===== config.mk =====
export PLATFORM = sky130hd
export DESIGN_NAME = vend_controller
export DESIGN_NICKNAME = d
export VERILOG_FILES = /design/src/rtl/vend_pkg.sv /design/src/rtl/vend_credit_acc.sv /design/src/rtl/vend_controller.sv
export SDC_FILE = /design/constraint.sdc
export NUM_CORES = 1
export LEC_CHECK = 0
export CAP_MARGIN = 20
export CORE_ASPECT_RATIO = 1.25
export CORE_MARGIN = 3
export CORE_UTILIZATION = 50
export CTS_CLUSTER_DIAMETER = 120
export DETAILED_ROUTE_END_ITERATION = 10
export PLACE_DENSITY = 0.73
export RECOVER_POWER = 25
export SLEW_MARGIN = 20
export SYNTH_ARGS = -nofsm -noshare
export SYNTH_HDL_FRONTEND = slang
export SYNTH_SLANG_ARGS = --single-unit

===== constraint.sdc =====
create_clock -name clk -period 3.91 [get_ports clk]
set_input_delay 0.391 -clock clk [delete_from_list [all_inputs] [get_ports clk]]
set_output_delay 0.391 -clock clk [all_outputs]
set_load 0.05 [all_outputs]

===== src/rtl/vend_pkg.sv =====
// Shared definitions for the vending transaction sequencer.
//   - vend_state_e : sequencer states
//   - SC_*         : coarse state codes shared with the selection/cancel logic
//   - DEF_TIMEOUT_CYC : default PAY inactivity limit in cycles
//   - state_code_of() : maps a sequencer state onto its coarse code
package vend_pkg;

  typedef enum logic [2:0] {
    IDLE     = 3'd0,
    LOOKUP   = 3'd1,
    PAY      = 3'd2,
    DISPENSE = 3'd3,
    CHANGE   = 3'd4,
    REFUND   = 3'd5
  } vend_state_e;

  localparam logic [1:0] SC_SELECT = 2'b00;
  localparam logic [1:0] SC_PAY    = 2'b01;
  localparam logic [1:0] SC_CANCEL = 2'b11;

  localparam int DEF_TIMEOUT_CYC = 40;

  // Code 2'b10 is never produced.
  function automatic logic [1:0] state_code_of(input vend_state_e s);
    logic [1:0] code;
    case (s)
      PAY, DISPENSE, CHANGE: code = SC_PAY;
      REFUND:                code = SC_CANCEL;
      default:               code = SC_SELECT;
    endcase
    return code;
  endfunction

endpackage


===== src/rtl/vend_credit_acc.sv =====
// Saturating credit accumulator plus PAY inactivity timer.
// Ports:
//   clk, rst      : clock, asynchronous active-low reset
//   clr           : clear credit and timer on the next edge
//   add_en/add_val: add a coin this cycle (saturates at all-ones)
//   cnt_en        : timer runs this cycle (asserted only while in PAY);
//                   when low the timer is held at zero
//   credit        : registered credit
//   credit_nxt    : credit including this cycle's coin (for same-cycle compare)
//   timeout       : this cycle brings the timer to TIMEOUT_CYC
module vend_credit_acc #(
  parameter int AMT_W       = 8,
  parameter int TIMEOUT_CYC = vend_pkg::DEF_TIMEOUT_CYC
) (
  input  logic             clk,
  input  logic             rst,
  input  logic             clr,
  input  logic             add_en,
  input  logic [AMT_W-1:0] add_val,
  input  logic             cnt_en,
  output logic [AMT_W-1:0] credit,
  output logic [AMT_W-1:0] credit_nxt,
  output logic             timeout
);

  localparam int TMR_W = $clog2(TIMEOUT_CYC + 1);

  logic [AMT_W-1:0] credit_q, credit_d;
  logic [TMR_W-1:0] timer_q, timer_d;
  logic [TMR_W-1:0] timer_nxt;
  logic [AMT_W:0]   sum;
  logic [AMT_W-1:0] sum_sat;

  always_comb begin
    sum     = {1'b0, credit_q} + {1'b0, add_val};
    // Carry out means the true sum exceeds the representable range.
    sum_sat = sum[AMT_W] ? {AMT_W{1'b1}} : sum[AMT_W-1:0];

    credit_nxt = add_en ? sum_sat : credit_q;
    timer_nxt  = add_en ? '0 : timer_q + TMR_W'(1);
    timeout    = cnt_en && (timer_nxt == TMR_W'(TIMEOUT_CYC));

    credit_d = clr ? '0 : credit_nxt;
    // Outside PAY the timer sits at zero so every PAY visit starts fresh.
    timer_d  = (clr || !cnt_en) ? '0 : timer_nxt;
  end

  always_ff @(posedge clk or negedge rst) begin
    if (!rst) begin
      credit_q <= '0;
      timer_q  <= '0;
    end else begin
      credit_q <= credit_d;
      timer_q  <= timer_d;
    end
  end

  assign credit = credit_q;

endmodule


===== src/rtl/vend_controller.sv =====
// Vending transaction sequencer:
//   selection -> inventory lookup -> coin accumulation -> dispense -> change,
//   with cancel and inactivity-timeout refund paths.
// Ports:
//   clk, rst                   : clock, asynchronous active-low reset
//   sel_valid/sel_index        : product selection pulse and index
//   coin_valid/coin_value      : coin insertion pulse and amount
//   cancel                     : user cancel level
//   inv_req/inv_index          : four-phase inventory lookup request
//   inv_ack/inv_avail/inv_price: lookup response
//   disp_req/disp_done         : four-phase dispense handshake
//   change_valid/change_amt    : change or refund pulse and amount
//   out_of_stock               : pulse when the selected item is unavailable
//   state_code                 : registered coarse state (00/01/11)
// All outputs are registered.
module vend_controller
  import vend_pkg::*;
#(
  parameter int IDX_W       = 4,
  parameter int AMT_W       = 8,
  parameter int TIMEOUT_CYC = DEF_TIMEOUT_CYC
) (
  input  logic             clk,
  input  logic             rst,
  input  logic             sel_valid,
  input  logic [IDX_W-1:0] sel_index,
  input  logic             coin_valid,
  input  logic [AMT_W-1:0] coin_value,
  input  logic             cancel,
  output logic             inv_req,
  output logic [IDX_W-1:0] inv_index,
  input  logic             inv_ack,
  input  logic             inv_avail,
  input  logic [AMT_W-1:0] inv_price,
  output logic             disp_req,
  input  logic             disp_done,
  output logic             change_valid,
  output logic [AMT_W-1:0] change_amt,
  output logic             out_of_stock,
  output logic [1:0]       state_code
);

  vend_state_e      state_q, state_d;
  // Set once the far side has acknowledged; we then wait for its ack to drop.
  logic             hs_seen_q, hs_seen_d;
  logic             avail_q, avail_d;
  logic [AMT_W-1:0] price_q, price_d;
  logic [IDX_W-1:0] idx_q, idx_d;
  logic             inv_req_q, inv_req_d;
  logic             disp_req_q, disp_req_d;
  logic             change_valid_q, change_valid_d;
  logic [AMT_W-1:0] change_amt_q, change_amt_d;
  logic             oos_q, oos_d;
  logic [1:0]       state_code_q, state_code_d;

  logic             acc_clr, acc_add, acc_cnt, acc_timeout;
  logic [AMT_W-1:0] credit, credit_nxt;

  vend_credit_acc #(
    .AMT_W      (AMT_W),
    .TIMEOUT_CYC(TIMEOUT_CYC)
  ) u_acc (
    .clk       (clk),
    .rst       (rst),
    .clr       (acc_clr),
    .add_en    (acc_add),
    .add_val   (coin_value),
    .cnt_en    (acc_cnt),
    .credit    (credit),
    .credit_nxt(credit_nxt),
    .timeout   (acc_timeout)
  );

  always_comb begin
    state_d        = state_q;
    hs_seen_d      = hs_seen_q;
    avail_d        = avail_q;
    price_d        = price_q;
    idx_d          = idx_q;
    inv_req_d      = 1'b0;
    disp_req_d     = 1'b0;
    change_valid_d = 1'b0;
    change_amt_d   = '0;
    oos_d          = 1'b0;
    acc_clr        = 1'b0;
    acc_add        = 1'b0;
    acc_cnt        = 1'b0;

    case (state_q)
      IDLE: begin
        if (sel_valid) begin
          idx_d     = sel_index;
          hs_seen_d = 1'b0;
          inv_req_d = 1'b1;
          state_d   = LOOKUP;
        end
      end

      LOOKUP: begin
        if (!hs_seen_q) begin
          if (inv_ack) begin
            hs_seen_d = 1'b1;
            avail_d   = inv_avail;
            price_d   = inv_price;
          end else begin
            inv_req_d = 1'b1;
          end
        end else if (!inv_ack) begin
          // Handshake complete; act on the captured response.
          hs_seen_d = 1'b0;
          if (avail_q) begin
            state_d = PAY;
          end else begin
            oos_d   = 1'b1;
            state_d = IDLE;
          end
        end
      end

      PAY: begin
        acc_cnt = 1'b1;
        acc_add = coin_valid;
        // Cancel/timeout outrank sufficient credit; the refund includes any
        // coin accepted in this same cycle.
        if (cancel || acc_timeout) begin
          state_d        = REFUND;
          change_valid_d = (credit_nxt != '0);
          change_amt_d   = credit_nxt;
        end else if (credit_nxt >= price_q) begin
          state_d    = DISPENSE;
          hs_seen_d  = 1'b0;
          disp_req_d = 1'b1;
        end
      end

      DISPENSE: begin
        if (!hs_seen_q) begin
          if (disp_done) begin
            hs_seen_d = 1'b1;
          end else begin
            disp_req_d = 1'b1;
          end
        end else if (!disp_done) begin
          hs_seen_d = 1'b0;
          state_d   = CHANGE;
          // Change pulse is launched here so it coincides with CHANGE.
          if (credit > price_q) begin
            change_valid_d = 1'b1;
            change_amt_d   = credit - price_q;
          end
        end
      end

      CHANGE: begin
        acc_clr = 1'b1;
        state_d = IDLE;
      end

      REFUND: begin
        acc_clr = 1'b1;
        state_d = IDLE;
      end

      default: begin
        acc_clr = 1'b1;
        state_d = IDLE;
      end
    endcase

    state_code_d = state_code_of(state_d);
  end

  always_ff @(posedge clk or negedge rst) begin
    if (!rst) begin
      state_q        <= IDLE;
      hs_seen_q      <= 1'b0;
      avail_q        <= 1'b0;
      price_q        <= '0;
      idx_q          <= '0;
      inv_req_q      <= 1'b0;
      disp_req_q     <= 1'b0;
      change_valid_q <= 1'b0;
      change_amt_q   <= '0;
      oos_q          <= 1'b0;
      state_code_q   <= SC_SELECT;
    end else begin
      state_q        <= state_d;
      hs_seen_q      <= hs_seen_d;
      avail_q        <= avail_d;
      price_q        <= price_d;
      idx_q          <= idx_d;
      inv_req_q      <= inv_req_d;
      disp_req_q     <= disp_req_d;
      change_valid_q <= change_valid_d;
      change_amt_q   <= change_amt_d;
      oos_q          <= oos_d;
      state_code_q   <= state_code_d;
    end
  end

  assign inv_req      = inv_req_q;
  assign inv_index    = idx_q;
  assign disp_req     = disp_req_q;
  assign change_valid = change_valid_q;
  assign change_amt   = change_amt_q;
  assign out_of_stock = oos_q;
  assign state_code   = state_code_q;

endmodule


==> out/results.txt, run 1 <==
CTS clk-pin slew, worst paths -> 100 ps
clk root buf -> clkbuf_8
IO buf count -> 45
CP Launch Type -> input port
Area growth syn-to-layout -> 26.2%
Routed Antenna Nets -> 0
CTS Hold Bufs -> 0
critical path type -> input port to flip-flop
leakage -> 0.00165 uW
share of layout cells above drive strength 1 -> 0.137
final period utilization -> 0.947
status -> complete, but fails checks
Final HPWL DP -> 5170 um
Max FO, Critical Path -> 3
# Max-Cap Violations -> 1
post-synth net total -> 355
Seq cells post-synth -> 45
CP required -> 4110 ps
max-slew violations -> 46
drt first pass iters -> 4
most common cell after layout, fill and taps aside -> dfrtp_1
die area -> 0.00663 sq mm
Die X -> 73.4 um
cell area after placement -> 0.00347 sq mm
clk sink count -> 45
PwrDens -> 807 mW/mm^2
ant diodes -> 0
remaining routing DRC violations -> 0
I/O Pins -> 46
Worst Hold Class -> flip-flop to flip-flop
Placed Cells -> 420
Clk Latency, worst-skew pair -> 300 ps
DIE HEIGHT -> 90.3 um
Worst-Margin Slew -> 2290 ps
row count -> 30
1st-iter DRT viols -> 148
Top FF cell, synth -> dfrtp_1
largest net degree at the start of global routing -> 46
final setup violation count -> 0
Initial Util -> 0.519
Worst setup EP type -> flip-flop
Syn Inst Count -> 300
Non-Filler Instances -> 429
CTS tree -> built
Core Box Area -> 0.00548 sq mm
first-pass GRT wire length -> 11300 um
WP data arrival -> 3900 ps
Max Clock Skew -> 9.36 ps
register area share after synthesis -> 0.396
Num CTS Buffers -> 5
fraction of registers with async set/reset -> 1.00
design area -> 0.00359 sq mm
gp weighted congestion -> 0.894
htree depth -> 2
synthesized area -> 0.00284 sq mm
routed via count -> 2453
initial antenna violation count -> 0
GRT overflow -> 0
Final min period -> 3700 ps
Nets -> 419
Final Hold Vio Count -> 0
Worst slew margin -> -0.524
DR WL/cell -> 15.5 um
gr usage total -> 0.214
number of synthesized flops with an enable pin -> 0
worst-case clock buffer depth -> 2
Avg Cell Area, Syn -> 9.48 sq um
Yosys Warn Count -> 0
most frequent cells in the layout -> dfrtp_1, clkdlybuf4s50_1, nor2_1
Synth cell types -> 55
worst vdd ir -> 0.427 mV
vias in the first global route -> 2398
fmax -> 270 MHz
Via density -> 5.72
violated checks -> capacitance limit, slew limit
Routed WL -> 6640 um
per-stage QoR:
step                      setup slack (ps)  total power, uW   util  TNS [ps]  hold slack [ps]
after floorplan                        349             1980      -         0             95.4
after global placement               -47.4             2500  0.633     -79.7              457
after detailed placement              -142             2530  0.633      -334              458
after CTS                              171             2850  0.650         0              264
after global routing                 -7.22             3150  0.655     -7.22              513
final                                  206             2890  0.655         0              473
cell families after synthesis:
family / count (synthesis) / share of synthesized area
xor+xnor: 13 / 0.0401
compound gates: 81 / 0.199
fa+ha+maj: 27 / 0.124
mux: 7 / 0.0273
simple gates: 95 / 0.167
flops: 45 / 0.396
buf+inv: 32 / 0.0467
cell type report:
class	count	area (sq um)
repair buffers	65	594
flip-flops and latches	45	1130
fillers	485	1890
multi-input cells	223	1600
inverters	24	90.1
well taps	64	80.1
clock inverters	3	25.0
clock buffers	5	68.8
cells in the mapped netlist, types with 2 or more instances:
| library cell | count | area (sq um) |
|---|---|---|
| dfrtp_1 | 45 | 1130 |
| nor2_1 | 28 | 105 |
| ha_1 | 25 | 313 |
| inv_1 | 24 | 90.1 |
| nand2_1 | 22 | 82.6 |
| o21ai_0 | 21 | 105 |
| a21oi_1 | 13 | 65.1 |
| o22ai_1 | 10 | 62.6 |
| nand2b_1 | 8 | 50.1 |
| xnor2_1 | 7 | 61.3 |
| mux2_2 | 6 | 67.6 |
| nor2b_1 | 6 | 37.5 |
| xor2_1 | 6 | 52.6 |
| clkbuf_1 | 5 | 18.8 |
| nand3_1 | 5 | 25.0 |
| nand4_1 | 4 | 25.0 |
| nor3_1 | 4 | 20.0 |
| or3_1 | 4 | 25.0 |
| a21boi_0 | 3 | 22.5 |
| a21o_1 | 3 | 22.5 |
| a31oi_1 | 3 | 18.8 |
| nand3b_1 | 3 | 22.5 |
| nor3b_1 | 3 | 22.5 |
| o31ai_1 | 3 | 22.5 |
| a2111oi_0 | 2 | 17.5 |
| a211oi_1 | 2 | 15.0 |
| and3_1 | 2 | 12.5 |
| fa_1 | 2 | 40.0 |
| o21a_1 | 2 | 15.0 |
| o21bai_1 | 2 | 15.0 |
| o31a_2 | 2 | 20.0 |
| o32ai_1 | 2 | 17.5 |
critical path, stage by stage:
cell and delay (ps):
clkdlybuf4s50_1 410, ha_1 230, fa_1 390, a21o_2 220
a221o_2 380, a211oi_4 290, nor2_2 70, buf_4 150
o22ai_1 170, inv_1 70, ha_1 260, nor2b_1 130
o21ai_1 90, a31oi_2 260, a31oi_1 120, a211o_1 280
sequential cells by signal, indices dropped and copies added (netlist names):
signal and count:
inv_req 1, state_q 3, u_acc.credit 8, state_code 2, hs_seen_q 1, change_valid 1
price_q 8, avail_q 1, inv_index 4, out_of_stock 1, change_amt 8, disp_req 1
u_acc.timer_q 6
power breakdown:
part / internal [uW] / switching [uW] / total, uW
Clock: 129 / 171 / 300
Combinational: 827 / 1020 / 1850
Sequential: 614 / 134 / 748
Total: 1570 / 1320 / 2890
metal layers:
layer	vias up	GRT usage	part of all wire
met5	-	0	0
met3	5	0.0345	0.042
met1	1183	0.283	0.43
met2	55	0.362	0.52
li1	1210	-	-
met4	0	0.0468	0.0075
worst paths after layout:
path                            slack, ps                      start                    endpoint  cells after the start
worst max-delay path                  210              coin_value[0]       hs_seen_q$_DFFE_PN0P_                     16
worst min-delay path                  470        avail_q$_DFFE_PN0P_      out_of_stock$_DFF_PN0_                      1
worst max register to register        320  u_acc.credit[0]$_DFF_PN0_       hs_seen_q$_DFFE_PN0P_                     15
worst min register to register        470        avail_q$_DFFE_PN0P_      out_of_stock$_DFF_PN0_                      1
max in group asynchronous            1840                        rst     change_amt[5]$_DFF_PN0_                      1
min in group asynchronous             760                        rst  u_acc.timer_q[3]$_DFF_PN0_                      1
repair_timing:
item                                    in CTS  in global routing
endpoints found under the setup margin       0                  3
gates resized for setup                      0                  6
setup buffers                                0                  1
(Power assumes the default switching activity.)
==> run 2, diff against run 1 <==
Settings changed: CORE_UTILIZATION 50 to 52, PLACE_DENSITY 0.73 to 0.76.
==> out/results.txt, run 2 (synthesized netlist as in run 1, its figures left out) <==
status -> complete, but fails checks
violated checks -> capacitance limit, slew limit
htree depth -> 2 (unchanged)
drt first pass iters -> 4 (unchanged)
WP data arrival -> 3990 ps (+90 ps)
Reg area -> 0.00113 sq mm (+0.11%)
Routed Antenna Nets -> 0 (unchanged)
critical path's slowest cell -> clkdlybuf4s50_1
Int Pwr -> 1560 uW (-0.38%)
Core Box Area -> 0.00519 sq mm (-5.3%)
initial antenna violation count -> 0 (unchanged)
Worst setup EP type -> flip-flop
# Max-Cap Violations -> 1 (unchanged)
PnR worst setup slack -> 171 ps (-35.0 ps)
Placed Cells -> 417 (-0.71%)
IO buf count -> 45 (unchanged)
worst-case clock buffer depth -> 2 (unchanged)
worst vdd ir -> 0.515 mV (+21%)
Final HPWL DP -> 5140 um (-0.41%)
Net Switching -> 1310 uW (-0.84%)
Max FO, Critical Path -> 3 (unchanged)
delay-heaviest family, CP -> compound AO/OA/AOI/OAI gates
Num CTS Buffers -> 5 (unchanged)
largest net degree at the start of global routing -> 46 (unchanged)
Area growth syn-to-layout -> 25.7%
1st-iter DRT viols -> 130 (-12%)
gr usage total -> 0.224 (+0.00997)
pre-CTS WS -> -233 ps (-91.2 ps)
ant diodes -> 0 (unchanged)
fmax -> 267 MHz (-0.93%)
CTS tree -> built
power share of the clock group -> 0.107 (+0.003)
clk sink count -> 45 (unchanged)
Cell Chain, Critical Path -> clkdlybuf4s50_1, ha_1, fa_1, a21o_2, a221o_2, a211oi_4, nor2_2, o22ai_2, inv_1, ha_1, a2111oi_2, buf_4, nand2_1, o21ai_0, a31oi_2, a31oi_1, a211o_1
switch share -> 0.456 (-0.00113)
Routed WL -> 6680 um (+0.57%)
CTS Hold Bufs -> 0 (unchanged)
remaining routing DRC violations -> 0 (unchanged)
Final Hold Vio Count -> 0 (unchanged)
CTS clk-pin slew, worst paths -> 90 ps (about the same)
DIE HEIGHT -> 88.7 um (-1.8%)
combinational share of power -> 0.631 (-0.007)
final setup violation count -> 0 (unchanged)
vias in the first global route -> 2470 (+3.0%)
final period utilization -> 0.956 (+0.00894)
fillers -> 421 (-13%)
Via density -> 5.67 (-0.87%)
CP required -> 4160 ps (+50 ps)
clk root buf -> clkbuf_8
Non-Filler Instances -> 425 (-0.93%)
first-pass GRT wire length -> 11200 um (-0.43%)
row count -> 29 (-3.3%)
share of layout cells above drive strength 1 -> 0.135 (-0.00200)
routed via count -> 2409 (-1.8%)
sequential power share -> 0.263 (+0.005)
PwrDens -> 805 mW/mm^2 (-0.17%)
area taken by multi-input logic gates -> 0.00160 sq mm (about the same)
CP Launch Type -> input port
Hold Worst Slack -> 471 ps (-2.32 ps)
Initial Util -> 0.548 (+0.0291)
leakage -> 0.00165 uW (-0.30%)
Worst Path Buf+Inv -> 3 (unchanged)
CP dominant cell by count -> ha_1
crit-path max cell delay -> 420 ps (about the same)
final core occ -> 0.689 (+0.0339)
Max Clock Skew -> 10.7 ps (+1.30 ps)
Worst Hold Class -> flip-flop to flip-flop
DR WL/cell -> 15.7 um (+1.5%)
GRT overflow -> 0 (unchanged)
critical path type -> input port to flip-flop
most frequent cells in the layout -> dfrtp_1, clkdlybuf4s50_1, nor2_1
I/O Pins -> 46 (unchanged)
die area -> 0.00640 sq mm (-3.6%)
max-slew violations -> 46 (unchanged)
Die X -> 72.1 um (-1.8%)
gp weighted congestion -> 0.904 (+1.1%)
Clk Latency, worst-skew pair -> 310 ps (about the same)
Worst slew margin -> -0.581 (-0.0568)
Worst-Margin Slew -> 2370 ps (+85.2 ps)
setup_tns -> 0 ps (unchanged)
Nets -> 417 (-0.48%)
Final min period -> 3740 ps (+35.0 ps)
==> run 2: path summary, 6_finish.rpt <==
path | slack, ps | startpoint | end | cells after the start
min in group asynchronous | 800 | rst | change_amt[0]$_DFF_PN0_ | 1
max reg2reg | 210 | u_acc.credit[0]$_DFF_PN0_ | hs_seen_q$_DFFE_PN0P_ | 16
max | 170 | coin_value[0] | hs_seen_q$_DFFE_PN0P_ | 17
min reg2reg | 470 | avail_q$_DFFE_PN0P_ | out_of_stock$_DFF_PN0_ | 1
max in group asynchronous | 1610 | rst | u_acc.credit[0]$_DFF_PN0_ | 1
min | 470 | avail_q$_DFFE_PN0P_ | out_of_stock$_DFF_PN0_ | 1
==> run 2: area by class of cell <==
type / instances / area share
Clock buffer: 6 / 0.0231
Clock inverter: 2 / 0.00385
Inverter: 24 / 0.0252
Multi-Input combinational cell: 223 / 0.449
Sequential cell: 45 / 0.315
Tap cell: 62 / 0.0217
Timing Repair Buffer: 63 / 0.162
==> run 2: per-layer routing <==
| metal | up-vias | global-route usage | wire length (um) |
|---|---|---|---|
| met1 | 1149 | 0.286 | 2910 |
| met3 | 9 | 0.0375 | 212 |
| met4 | 0 | 0.0735 | 118 |
| met2 | 55 | 0.384 | 3440 |
| met5 | - | 0 | 0 |
| li1 | 1196 | - | - |
==> run 2: power by group through the flow <==
stage	Combinational, uW	Sequential, uW	Clock (uW)
after floorplan	1120	864	0
after global placement	1730	757	0
after detailed placement	1760	761	0
after CTS	1770	753	316
after global routing	2020	772	335
final	1820	755	307
==> run 2: repair_timing <==
item | CTS | global route
resized for setup | 0 | 5
setup buffers | 0 | 0
setup endpoints to repair | 0 | 3
==> run 2: stage by stage <==
stage               total power (uW)  instance area (sq um)
floorplan                       1980                   2840
global placement                2480                   3460
detailed placement              2520                   3460
CTS                             2840                   3550
global route                    3130                   3570
finish                          2880                   3570
==> run 3, diff against run 2 <==
Settings changed: REMOVE_ABC_BUFFERS from default to 1.
==> out/results.txt, run 3 (synthesized netlist as in run 1, its figures left out) <==
status -> complete, but fails checks
violated checks -> capacitance limit, slew limit
Max FO, Critical Path -> 3 (unchanged)
first-pass GRT wire length -> 11100 um (-1.2%)
share of layout cells above drive strength 1 -> 0.133 (-0.00202)
CP required -> 4160 ps (about the same)
die area -> 0.00640 sq mm (unchanged)
Nets -> 415 (-0.48%)
initial antenna violation count -> 0 (unchanged)
pre-CTS WS -> -174 ps (+59.3 ps)
most frequent cells in the layout -> dfrtp_1, clkdlybuf4s50_1, nor2_1
gr usage total -> 0.220 (-0.00371)
gp weighted congestion -> 0.875 (-3.1%)
Num CTS Buffers -> 5 (unchanged)
largest net degree at the start of global routing -> 46 (unchanged)
GRT overflow -> 0 (unchanged)
Via density -> 5.72 (+0.93%)
CTS clk-pin slew, worst paths -> 90 ps (about the same)
worst-case clock buffer depth -> 2 (unchanged)
CP Launch Type -> input port
DR WL/cell -> 15.5 um (-1.1%)
Area growth syn-to-layout -> 25.7% (about the same)
leakage -> 0.00164 uW (-0.29%)
PnR worst setup slack -> 274 ps (+103 ps)
Initial Util -> 0.548 (unchanged)
most common cell after layout, fill and taps aside -> dfrtp_1
Hold Worst Slack -> 466 ps (-4.42 ps)
CTS tree -> built
Clk Latency, worst-skew pair -> 310 ps (about the same)
setup_tns -> 0 ps (unchanged)
ant diodes -> 0 (unchanged)
RSZ-0062 raised after global routing -> no
Final Hold Vio Count -> 0 (unchanged)
fmax -> 275 MHz (+2.8%)
1st-iter DRT viols -> 171 (+32%)
htree depth -> 2 (unchanged)
area taken by multi-input logic gates -> 0.00161 sq mm (+0.55%)
vias in the first global route -> 2363 (-4.3%)
WP data arrival -> 3890 ps (-100 ps)
DIE HEIGHT -> 88.7 um (unchanged)
Core Box Area -> 0.00519 sq mm (unchanged)
final period utilization -> 0.930 (-0.0262)
Die X -> 72.1 um (unchanged)
final setup violation count -> 0 (unchanged)
Worst-Margin Slew -> 2360 ps (-8.69 ps)
PwrDens -> 813 mW/mm^2 (+0.90%)
clk sink count -> 45 (unchanged)
Worst slew margin -> -0.575 (+0.00579)
Worst Hold Class -> flip-flop to flip-flop
Max Clock Skew -> 11.2 ps (+0.583 ps)
Final HPWL DP -> 5030 um (-2.2%)
Routed WL -> 6580 um (-1.5%)
Worst setup EP type -> flip-flop
Reg area -> 0.00113 sq mm (-0.11%)
max-slew violations -> 46 (unchanged)
Total Power -> 2900 uW (+0.94%)
row count -> 29 (unchanged)
# Max-Cap Violations -> 1 (unchanged)
worst vdd ir -> 0.514 mV (-0.26%)
Final min period -> 3640 ps (-103 ps)
routed via count -> 2420 (+0.46%)
cell area after placement -> 0.00344 sq mm (-0.43%)
design area -> 0.00357 sq mm (about the same)
IO buf count -> 45 (unchanged)
Post-CTS Setup Inserts -> 0 (unchanged)
Routed Antenna Nets -> 0 (unchanged)
drt first pass iters -> 4 (unchanged)
clk root buf -> clkbuf_8
I/O Pins -> 46 (unchanged)
fillers -> 427 (+1.4%)
critical path type -> input port to flip-flop
remaining routing DRC violations -> 0 (unchanged)
-- run 3: cell types whose count changed in the layout (fill, tap and decap cells not counted) --
cell	change
o21ai_0	-1
o22ai_1	-1
o21ai_1	+1
clkinv_2	-1
clkbuf_8	+1
dfrtp_1	+1
clkinv_4	-1
buf_4	-2
fa_2	+1
dfrtp_2	-1
o22ai_2	+1
fa_1	-1
inv_6	+1
-- run 3: path summary, 6_finish.rpt --
kind / cells past startpoint / slack, ps / end / startpoint
worst min register to register: 1 / 470 / out_of_stock$_DFF_PN0_ / avail_q$_DFFE_PN0P_
min in group asynchronous: 1 / 780 / u_acc.timer_q[4]$_DFF_PN0_ / rst
worst max-delay path: 17 / 270 / hs_seen_q$_DFFE_PN0P_ / coin_value[0]
worst max register to register: 16 / 300 / hs_seen_q$_DFFE_PN0P_ / u_acc.credit[0]$_DFF_PN0_
max in group asynchronous: 1 / 1760 / change_amt[5]$_DFF_PN0_ / rst
worst min-delay path: 1 / 470 / out_of_stock$_DFF_PN0_ / avail_q$_DFFE_PN0P_
-- run 3: worst max-delay path, cell delays in order --
cell and delay, ps:
clkdlybuf4s50_1 400, ha_1 230, fa_2 360, a21o_2 210, a221o_2 370, a211oi_4 270, nor2_2 70, o22ai_2 140
inv_1 60, ha_1 290, a2111oi_2 360, buf_4 170, nand2_1 40, o21ai_0 110, a31oi_2 90, a31oi_1 190
a211o_1 120
-- run 3: through the flow --
step,cells,utilization
after global placement,415,0.664
after detailed placement,415,0.664
final,423,0.689
after floorplan,292,-
after CTS,423,0.684
after global routing,423,0.689
-- run 3: cell type report --
class,instances,share of cell area
Sequential cell,45,0.315
Timing Repair Buffer,61,0.158
Tap cell,62,0.0217
Clock inverter,1,0.00245
Multi-Input combinational cell,223,0.451
Clock buffer,7,0.0270
Inverter,24,0.0252
-- run 3: per-layer routing --
metal	global-route usage	routed length, um
met1	0.291	2970
met2	0.370	3220
met3	0.0330	261
met4	0.0701	126
met5	0	0
-- run 3: what timing repair did --
item,4_1_cts,5_1_grt
hold buffers,0,0
endpoints found under the setup margin,0,3
resized for setup,0,7
-- run 3: power by group --
group | internal [uW] | total (uW) | switching (uW)
sequential | 614 | 751 | 137
combinational | 805 | 1830 | 1020
clock | 163 | 327 | 163
total | 1580 | 2900 | 1320
